[config.mk]
export PLATFORM = sky130hd
export DESIGN_NAME = axi4lite_reg_responder
export DESIGN_NICKNAME = d
export VERILOG_FILES = /design/src/rtl/axi4lite_pkg.sv /design/src/rtl/axi4lite_wr_collect.sv /design/src/rtl/axi4lite_reg_responder.sv
export SDC_FILE = /design/constraint.sdc
export NUM_CORES = 1
export LEC_CHECK = 0
export ABC_AREA = 1
export CORE_UTILIZATION = 50
export DETAILED_ROUTE_END_ITERATION = 8
export PLACE_DENSITY = 0.83
export SKIP_LAST_GASP = 1
export SYNTH_ARGS = -nofsm -noshare
export SYNTH_HDL_FRONTEND = slang
export SYNTH_HIERARCHICAL = 1
export SYNTH_SLANG_ARGS = --single-unit
[constraint.sdc]
create_clock -name s_axi_aclk -period 4.1 [get_ports s_axi_aclk]
set_input_delay 1.025 -clock s_axi_aclk [delete_from_list [all_inputs] [get_ports s_axi_aclk]]
set_output_delay 1.025 -clock s_axi_aclk [all_outputs]
set_load 0.02 [all_outputs]
[src/rtl/axi4lite_pkg.sv]
// Shared constants for the AXI4-Lite register responder: response codes,
// register indices and the write-side state encoding.
package axi4lite_pkg;

  localparam logic [1:0] RESP_OKAY   = 2'b00;
  localparam logic [1:0] RESP_SLVERR = 2'b10;
  localparam logic [1:0] RESP_DECERR = 2'b11;

  localparam int REG0        = 0;
  localparam int REG1        = 1;
  localparam int REG2        = 2;
  localparam int WCNT        = 3;
  localparam int NUM_RW_REGS = 3;

  typedef enum logic {
    W_COLLECT = 1'b0,
    W_RESP    = 1'b1
  } wr_state_t;

endpackage

[src/rtl/axi4lite_wr_collect.sv]
// One-entry holding buffers for the AW and W channels; reports when a complete
// write (address plus data, held or arriving this cycle) is available.
module axi4lite_wr_collect
  import axi4lite_pkg::*;
#(
  parameter int ADDR_WIDTH = 2,
  parameter int DATA_WIDTH = 8,
  localparam int STRB_WIDTH = DATA_WIDTH / 8
) (
  input  logic                  i_clk,
  input  logic                  i_srst,
  input  logic                  i_accept,
  input  logic                  i_clear,
  input  logic [ADDR_WIDTH-1:0] i_awaddr,
  input  logic                  i_awvalid,
  input  logic [DATA_WIDTH-1:0] i_wdata,
  input  logic [STRB_WIDTH-1:0] i_wstrb,
  input  logic                  i_wvalid,
  output logic                  o_awready,
  output logic                  o_wready,
  output logic                  o_both_avail,
  output logic [ADDR_WIDTH-1:0] o_addr,
  output logic [DATA_WIDTH-1:0] o_data,
  output logic [STRB_WIDTH-1:0] o_strb
);

  logic                  r_aw_full;
  logic                  r_w_full;
  logic [ADDR_WIDTH-1:0] r_awaddr;
  logic [DATA_WIDTH-1:0] r_wdata;
  logic [STRB_WIDTH-1:0] r_wstrb;
  logic                  w_aw_avail;
  logic                  w_w_avail;

  assign o_awready = i_accept && !r_aw_full;
  assign o_wready  = i_accept && !r_w_full;

  assign w_aw_avail   = r_aw_full || (i_awvalid && o_awready);
  assign w_w_avail    = r_w_full  || (i_wvalid  && o_wready);
  assign o_both_avail = i_accept && w_aw_avail && w_w_avail;

  // A held beat takes priority over the live bus value.
  assign o_addr = r_aw_full ? r_awaddr : i_awaddr;
  assign o_data = r_w_full  ? r_wdata  : i_wdata;
  assign o_strb = r_w_full  ? r_wstrb  : i_wstrb;

  always_ff @(posedge i_clk) begin
    if (i_srst) begin
      r_aw_full <= 1'b0;
      r_awaddr  <= '0;
    end else if (i_clear) begin
      r_aw_full <= 1'b0;
    end else if (i_awvalid && o_awready) begin
      r_aw_full <= 1'b1;
      r_awaddr  <= i_awaddr;
    end
  end

  always_ff @(posedge i_clk) begin
    if (i_srst) begin
      r_w_full <= 1'b0;
      r_wdata  <= '0;
      r_wstrb  <= '0;
    end else if (i_clear) begin
      r_w_full <= 1'b0;
    end else if (i_wvalid && o_wready) begin
      r_w_full <= 1'b1;
      r_wdata  <= i_wdata;
      r_wstrb  <= i_wstrb;
    end
  end

endmodule

[src/rtl/axi4lite_reg_responder.sv]
// AXI4-Lite slave exposing three RW registers and a read-only count of
// successful writes; read and write paths run independently.
module axi4lite_reg_responder
  import axi4lite_pkg::*;
#(
  parameter int ADDR_WIDTH = 2,
  parameter int DATA_WIDTH = 8,
  localparam int STRB_WIDTH = DATA_WIDTH / 8
) (
  input  logic                    s_axi_aclk,
  input  logic                    s_axi_areset,
  input  logic [ADDR_WIDTH-1:0]   s_axi_awaddr,
  input  logic                    s_axi_awvalid,
  output logic                    s_axi_awready,
  input  logic [DATA_WIDTH-1:0]   s_axi_wdata,
  input  logic [STRB_WIDTH-1:0]   s_axi_wstrb,
  input  logic                    s_axi_wvalid,
  output logic                    s_axi_wready,
  output logic [1:0]              s_axi_bresp,
  output logic                    s_axi_bvalid,
  input  logic                    s_axi_bready,
  input  logic [ADDR_WIDTH-1:0]   s_axi_araddr,
  input  logic                    s_axi_arvalid,
  output logic                    s_axi_arready,
  output logic [DATA_WIDTH-1:0]   s_axi_rdata,
  output logic [1:0]              s_axi_rresp,
  output logic                    s_axi_rvalid,
  input  logic                    s_axi_rready,
  output logic [3*DATA_WIDTH-1:0] regs_o
);

  wr_state_t                                r_state;
  wr_state_t                                w_state_next;
  logic                                     w_both;
  logic                                     w_commit;
  logic [ADDR_WIDTH-1:0]                    w_wr_addr;
  logic [DATA_WIDTH-1:0]                    w_wr_data;
  logic [STRB_WIDTH-1:0]                    w_wr_strb;
  logic                                     w_wr_mapped;
  logic                                     w_wr_rw;
  logic [1:0]                               w_wr_idx;
  logic [1:0]                               r_bresp;
  logic [NUM_RW_REGS-1:0][DATA_WIDTH-1:0]   w_regs;
  logic [DATA_WIDTH-1:0]                    r_wcnt;
  logic                                     w_rd_mapped;
  logic [1:0]                               w_rd_idx;
  logic [DATA_WIDTH-1:0]                    w_rd_data;
  logic                                     r_rvalid;
  logic [DATA_WIDTH-1:0]                    r_rdata;
  logic [1:0]                               r_rresp;

  axi4lite_wr_collect #(
    .ADDR_WIDTH (ADDR_WIDTH),
    .DATA_WIDTH (DATA_WIDTH)
  ) u_wr_collect (
    .i_clk        (s_axi_aclk),
    .i_srst       (s_axi_areset),
    .i_accept     ((r_state == W_COLLECT) && !s_axi_areset),
    .i_clear      (w_commit),
    .i_awaddr     (s_axi_awaddr),
    .i_awvalid    (s_axi_awvalid),
    .i_wdata      (s_axi_wdata),
    .i_wstrb      (s_axi_wstrb),
    .i_wvalid     (s_axi_wvalid),
    .o_awready    (s_axi_awready),
    .o_wready     (s_axi_wready),
    .o_both_avail (w_both),
    .o_addr       (w_wr_addr),
    .o_data       (w_wr_data),
    .o_strb       (w_wr_strb)
  );

  always_ff @(posedge s_axi_aclk) begin
    if (s_axi_areset) r_state <= W_COLLECT;
    else              r_state <= w_state_next;
  end

  always_comb begin
    w_state_next = r_state;
    case (r_state)
      W_COLLECT: if (w_both)       w_state_next = W_RESP;
      W_RESP:    if (s_axi_bready) w_state_next = W_COLLECT;
      default:                     w_state_next = W_COLLECT;
    endcase
  end

  assign w_commit    = (r_state == W_COLLECT) && w_both;
  // Anything above the four-register window decodes as unmapped.
  assign w_wr_mapped = (w_wr_addr >> 2) == '0;
  assign w_wr_idx    = w_wr_addr[1:0];
  assign w_wr_rw     = w_wr_mapped && (w_wr_idx != 2'(WCNT));

  always_ff @(posedge s_axi_aclk) begin
    if (s_axi_areset) begin
      r_bresp <= RESP_OKAY;
    end else if (w_commit) begin
      if (w_wr_rw)          r_bresp <= RESP_OKAY;
      else if (w_wr_mapped) r_bresp <= RESP_SLVERR;
      else                  r_bresp <= RESP_DECERR;
    end
  end

  assign s_axi_bvalid = (r_state == W_RESP);
  assign s_axi_bresp  = r_bresp;

  for (genvar gi = 0; gi < NUM_RW_REGS; gi++) begin : g_reg
    logic [DATA_WIDTH-1:0] r_reg;

    always_ff @(posedge s_axi_aclk) begin
      if (s_axi_areset) begin
        r_reg <= '0;
      end else if (w_commit && w_wr_rw && (w_wr_idx == 2'(gi))) begin
        for (int b = 0; b < STRB_WIDTH; b++) begin
          if (w_wr_strb[b]) r_reg[b*8 +: 8] <= w_wr_data[b*8 +: 8];
        end
      end
    end

    assign w_regs[gi] = r_reg;
  end

  // Every OKAY write counts, even one with no strobes set.
  always_ff @(posedge s_axi_aclk) begin
    if (s_axi_areset)            r_wcnt <= '0;
    else if (w_commit && w_wr_rw) r_wcnt <= r_wcnt + DATA_WIDTH'(1);
  end

  assign regs_o = w_regs;

  assign w_rd_mapped = (s_axi_araddr >> 2) == '0;
  assign w_rd_idx    = s_axi_araddr[1:0];

  always_comb begin
    w_rd_data = '0;
    if (w_rd_mapped) begin
      case (w_rd_idx)
        2'(REG0): w_rd_data = w_regs[REG0];
        2'(REG1): w_rd_data = w_regs[REG1];
        2'(REG2): w_rd_data = w_regs[REG2];
        default:  w_rd_data = r_wcnt;
      endcase
    end
  end

  assign s_axi_arready = !r_rvalid && !s_axi_areset;

  // Sampling registers at the AR edge returns pre-write data on a same-edge commit.
  always_ff @(posedge s_axi_aclk) begin
    if (s_axi_areset) begin
      r_rvalid <= 1'b0;
      r_rdata  <= '0;
      r_rresp  <= RESP_OKAY;
    end else if (s_axi_arvalid && s_axi_arready) begin
      r_rvalid <= 1'b1;
      r_rdata  <= w_rd_data;
      r_rresp  <= w_rd_mapped ? RESP_OKAY : RESP_DECERR;
    end else if (r_rvalid && s_axi_rready) begin
      r_rvalid <= 1'b0;
    end
  end

  assign s_axi_rvalid = r_rvalid;
  assign s_axi_rdata  = r_rdata;
  assign s_axi_rresp  = r_rresp;

endmodule

==> impl_results.md, run 1 <==
- Outcome: completed
- Warnings from Yosys: 6
- Leak Pwr: 1.32 nW
- Final min period: 3590 ps
- Antenna violations before repair: 0
- HPWL after detailed placement: 4.78 mm
- Final TNS setup: 0 ps
- Number of port buffers: 57
- CP max-delay cell: clkdlybuf4s50_1
- Clock Sinks: 56
- Crit start category: primary input
- Worst Path Buf+Inv: 3
- CTS buffer count: 5
- Root buf cell: clkbuf_8
- Slew HR: 0.424
- Post-route ant nets: 0
- Total routed wirelength: 6.51 mm
- Die height: 74.6 um
- Worst Path Max Fanout: 10
- EDFF count, synth: 0
- Site row count: 26
- Crit-path leading delay family: buffers and inverters
- CTS clk-pin slew, worst paths: 90 ps
- Largest net degree at the start of global routing: 34
- Average size of a mapped cell: 7.04 sq um
- DR iter-0 viols: 205
- # DRC: 0
- GPL Wtd Cong: 0.835
- Most Crowded Layer GR: met2
- Crit path DAT: 2560 ps
- Global-route wire length before repair: 10.9 mm
- P&R area growth vs syn: 24.9%
- Bufs on Longest Clock Path: 2
- Pre-antenna DRT Iters: 6
- Placed standard-cell area: 3220 sq um
- Post-synth cell types: 29
- Gr usage total: 0.258
- RSZ-0062 raised after global routing: false
- Layout cell share with drive strength beyond 1: 0.0605
- Vias in the first global route: 2403
- FFs w/ async S/R, synth: 0
- Setup Skew: 3.65 ps
- Global route overflow: 0
- Vias/cell: 5.22
- Max_cap viols: 0
- Die Wd: 74.6 um
- Post-CTS Setup Inserts: 0
- Worst-skew pair later-pin latency: 310 ps
- Post-CTS Resized: 0
- Fmax achieved: 279 MHz
- # IOs: 61
- GR Util met2: 0.428
- Final Cell Area: 3300 sq um
- Via count: 2612
- Least-Margin Pin Slew: 855 ps
- Sequential-to-total area share from yosys stat: 0.425
- VDD IR max: 0.141 mV
- Post-Syn Area: 2640 sq um
- Most frequent cells in the layout: nand2_1 (90), nor2_1 (69), clkdlybuf4s50_1 (57)
- Fin nets: 451
- DR WL/cell: 13.0 um
- Slew Viols, Final: 0
- Met3 GRT Util: 0.0469
- Die area: 5570 sq um
- Critical Path Max Stage Delay: 640 ps
- Final Hold Viols: 0
- Initial core utilization: 0.517
- Hold WC Path Type: register to register
- H-tree Lvls: 2
- Pwr/cell area: 306 nW/um^2
- WP data required: 3070 ps
- Final setup viols: 0
- Largest register FFs: 24
- Crit. End Element: primary output
- Gate Count Post-Synth: 375
- Most used DFF post-synth: dfxtp_1
- GR Util met1: 0.319
- Critical path class: primary input to primary output
- Final period util: 0.875
- Power Total: 1.01 mW
- Critical Path, Cell by Cell: clkdlybuf4s50_1 -> nor2_1 -> inv_2 -> nor2_8 -> clkdlybuf4s50_1
- CTS Hold Bufs: 0
- Most common cell after layout, fill and taps aside: nand2_1
- Critical Path Most Common Cell: clkdlybuf4s50_1
- Antenna Cells: 0
- CTS tree: done
- #FFs+latches synth: 56
- Core box area: 5110 sq um
- Final core utilization: 0.646
[worst min-delay path, cell delays in order, from the launching register on]
cell	delay, ps
dfxtp_1	320
nand3_1	70
nand2_1	50
[where the power goes]
part | switching (mW) | internal, mW
Clock | 0.174 | 0.117
Sequential | 0.0152 | 0.559
Combinational | 0.0874 | 0.0546
Total | 0.277 | 0.731
[cell usage after synthesis, types with 2 or more instances]
cell / instances / share of area
nor2_4: 4 / 0.017
inv_2: 5 / 0.0071
o2111ai_1: 7 / 0.023
nand3_2: 2 / 0.0076
inv_1: 33 / 0.047
nand4_1: 12 / 0.028
nand2_1: 90 / 0.13
clkbuf_1: 4 / 0.0057
o21ai_2: 2 / 0.0066
o21ai_0: 32 / 0.061
nor2_2: 2 / 0.0047
nor3_1: 4 / 0.0076
buf_2: 2 / 0.0038
dfxtp_1: 56 / 0.42
a21oi_1: 14 / 0.027
nand3_1: 22 / 0.042
nor2_1: 69 / 0.098
buf_4: 4 / 0.011
[cell type report]
cell class,instances,area [sq um]
multi-input combinational,270,1280
tap,70,87.6
sequential,56,1120
fill,479,1810
inverter,38,143
timing repair buffer,59,586
clock buffer,6,72.6
clock inverter,1,5.00
[stage by stage]
| stage | setup slack (ps) | cells | hold WS, ps |
|---|---|---|---|
| after global placement | 524 | 493 | 461 |
| after detailed placement | 502 | 493 | 465 |
| final | 513 | 500 | 474 |
| after floorplan | 1230 | 377 | 455 |
| after CTS | 485 | 500 | 479 |
| after global routing | 432 | 500 | 509 |
[worst paths after layout]
path / startpoint / to / slack [ps] / cells after the start
max reg2reg: u_wr_collect/r_w_full / r_wcnt[7] / 1640 / 10
min: s_axi_rdata[4] / s_axi_rdata[4] / 470 / 2
min reg2reg: s_axi_rdata[4] / s_axi_rdata[4] / 470 / 2
max: s_axi_areset / s_axi_wready / 510 / 5
[cell families after synthesis]
group	count (synthesis)	share of synthesized area
and+or+nand+nor	208	0.351
AOI/OAI and AO/OA	57	0.123
DFF	56	0.425
buffers and inverters	51	0.0920
xor gates and xnor gates	1	0.00332
adders and majority gates	1	0.00474
other	1	0.00142
[routing by layer]
| metal | vias up | wire length, um |
|---|---|---|
| met1 | 1177 | 2740 |
| met3 | 16 | 401 |
| met4 | 0 | 197 |
| li1 | 1318 | - |
| met5 | - | 0 |
| met2 | 101 | 3170 |
No activity file was read; power rests on OpenSTA's default activity.
==> run 2, diff against run 1 <==
SLEW_MARGIN = 20   (was default)
clock period = 4.6 ns   (was 4.1 ns; I/O delays follow)
==> impl_results.md, run 2 (synthesis results as in run 1) <==
- Die height: 74.6 um (unchanged)
- Worst-skew pair later-pin latency: 310 ps (about the same)
- Critical Path Max Stage Delay: 640 ps (about the same)
- Fmax achieved: 248 MHz
- Critical Path, Cell by Cell: clkdlybuf4s50_1 -> nor2_1 -> inv_2 -> nor2_8 -> clkdlybuf4s50_1
- R2R Setup Slk: 2130 ps (+490 ps)
- Vias/cell: 5.21 (-0.22%)
- WP data required: 3450 ps (+380 ps)
- # IOs: 61 (unchanged)
- Crit start category: primary input
- Clock power share: 0.291 (+0.002)
- Hold WC Path Type: register to register
- Final TNS setup: 0 ps (unchanged)
- Antenna violations before repair: 0 (unchanged)
- Root buf cell: clkbuf_8
- Final hold slack: 473 ps (-1.22 ps)
- Slew HR: 0.428 (+0.00427)
- Met2 WL post-DR: 3.05 mm (-3.7%)
- Largest net degree at the start of global routing: 34 (unchanged)
- Setup Skew: 4.96 ps (+1.31 ps)
- Critical path class: primary input to primary output
- H-tree Lvls: 2 (unchanged)
- Crit path DAT: 2880 ps (+320 ps)
- Post-Route M1 WL: 2.81 mm (+2.5%)
- CTS buffer count: 5 (unchanged)
- Slew Viols, Final: 0 (unchanged)
- Initial core utilization: 0.517 (unchanged)
- RSZ-0062 raised after global routing: false
- Via count: 2601 (-0.42%)
- Sw Ratio: 0.277 (+0.00248)
- CTS clk-pin slew, worst paths: 90 ps (about the same)
- Site row count: 26 (unchanged)
- Crit. End Element: primary output
- Pre-antenna DRT Iters: 4 (-2)
- Pwr/cell area: 273 nW/um^2 (-11%)
- Final period util: 0.876
- Top Layer Used: met4
- Layout cell share with drive strength beyond 1: 0.0606 (+0.000141)
- Leak Pwr: 1.31 nW (-0.45%)
- Final setup viols: 0 (unchanged)
- Max_cap viols: 0 (unchanged)
- CTS Hold Bufs: 0 (unchanged)
- GPL Wtd Cong: 0.865 (+3.6%)
- Vias in the first global route: 2272 (-5.5%)
- Final Hold Viols: 0 (unchanged)
- Min-delay src: s_axi_rdata[4]
- Hold Path Depth: 2 (unchanged)
- HPWL after detailed placement: 4.81 mm (+0.63%)
- Gr usage total: 0.246 (-0.0113)
- Number of port buffers: 57 (unchanged)
- Met3 Wirelength: 318 um (-21%)
- Critical Path Most Common Cell: clkdlybuf4s50_1
- Most common cell after layout, fill and taps aside: nand2_1
- R2r worst-path depth: 10 (unchanged)
- Final Cell Area: 3290 sq um (-0.11%)
- Global route overflow: 0 (unchanged)
- Final core utilization: 0.645 (-0.000735)
- Post-CTS Resized: 0 (unchanged)
- Most frequent cells in the layout: nand2_1 (90), nor2_1 (69), clkdlybuf4s50_1 (57)
- P&R area growth vs syn: 24.8%
- Bufs on Longest Clock Path: 2 (unchanged)
- Post-CTS Setup Inserts: 0 (unchanged)
- Fin nets: 450 (-0.22%)
- Worst Path Max Fanout: 10 (unchanged)
- DR iter-0 viols: 155 (-24%)
- Pint: 0.650 mW (-11%)
- Place WS: 565 ps (+63.3 ps)
- Largest register FFs: 24 (unchanged)
- Die Wd: 74.6 um (unchanged)
- Register share of total power: 0.569 (about the same)
- CP max-delay cell: clkdlybuf4s50_1
- CTS tree: done
- Least-Margin Pin Slew: 848 ps (-6.33 ps)
- Comb power frac: 0.140 (about the same)
- Core box area: 5110 sq um (unchanged)
- # DRC: 0 (unchanged)
- Worst hold endpoint: s_axi_rdata[4]
- Final worst slack: 568 ps (+55.3 ps)
- Placed standard-cell area: 3210 sq um (-0.23%)
- Post-route ant nets: 0 (unchanged)
- Clock Sinks: 56 (unchanged)
- VDD IR max: 0.163 mV (+15%)
- RR Endpoint: r_wcnt[7]
- Die area: 5570 sq um (unchanged)
- Worst R2R Start: u_wr_collect/r_w_full
- Sw Pwr: 0.249 mW (-9.9%)
- Antenna Cells: 0 (unchanged)
- Global-route wire length before repair: 10.3 mm (-5.7%)
- Total routed wirelength: 6.42 mm (-1.4%)
- Final min period: 4030 ps
- Outcome: completed
- DR WL/cell: 12.9 um (-1.2%)
-- run 2: worst max-delay path by stage --
stage	start	to	slack, ps	depth (start not counted)
final	s_axi_areset	s_axi_wready	570	5
after global routing	s_axi_areset	s_axi_wready	450	5
after CTS	s_axi_areset	s_axi_wready	560	5
after detailed placement	s_axi_areset	s_axi_wready	570	5
after global placement	s_axi_areset	s_axi_wready	600	5
after floorplan	s_axi_areset	s_axi_awready	1480	4
-- run 2: layer usage --
layer | vias to the layer above | track usage
met1 | 1181 | 0.301
met3 | 18 | 0.0375
met5 | - | 0
met2 | 84 | 0.417
met4 | 0 | 0.134
li1 | 1318 | -
-- run 2: worst max-delay path, delay by kind of cell --
family                 cells  cell delay (ps)
AND/OR/NAND/NOR            2              490
buffers and inverters      3             1230
-- run 2: cell type report --
type                            instances  area (sq um)
Tap cell                               70          87.6
Inverter                               38           143
Multi-Input combinational cell        270          1280
Sequential cell                        56          1120
Timing Repair Buffer                   58           578
Fill cell                             469          1810
Clock buffer                            5          68.8
Clock inverter                          2          12.5
-- run 2: per-stage QoR --
step	instances	total power [mW]
after floorplan	377	0.606
after global placement	492	0.644
after detailed placement	492	0.647
after CTS	499	0.904
after global routing	499	0.940
final	499	0.899
-- run 2: power groups by stage --
stage | Clock [mW] | Sequential (mW) | Combinational, mW
floorplan | 0 | 0.523 | 0.0830
finish | 0.262 | 0.512 | 0.126
global placement | 0 | 0.522 | 0.122
detailed placement | 0 | 0.523 | 0.125
CTS | 0.267 | 0.512 | 0.125
global route | 0.285 | 0.514 | 0.141
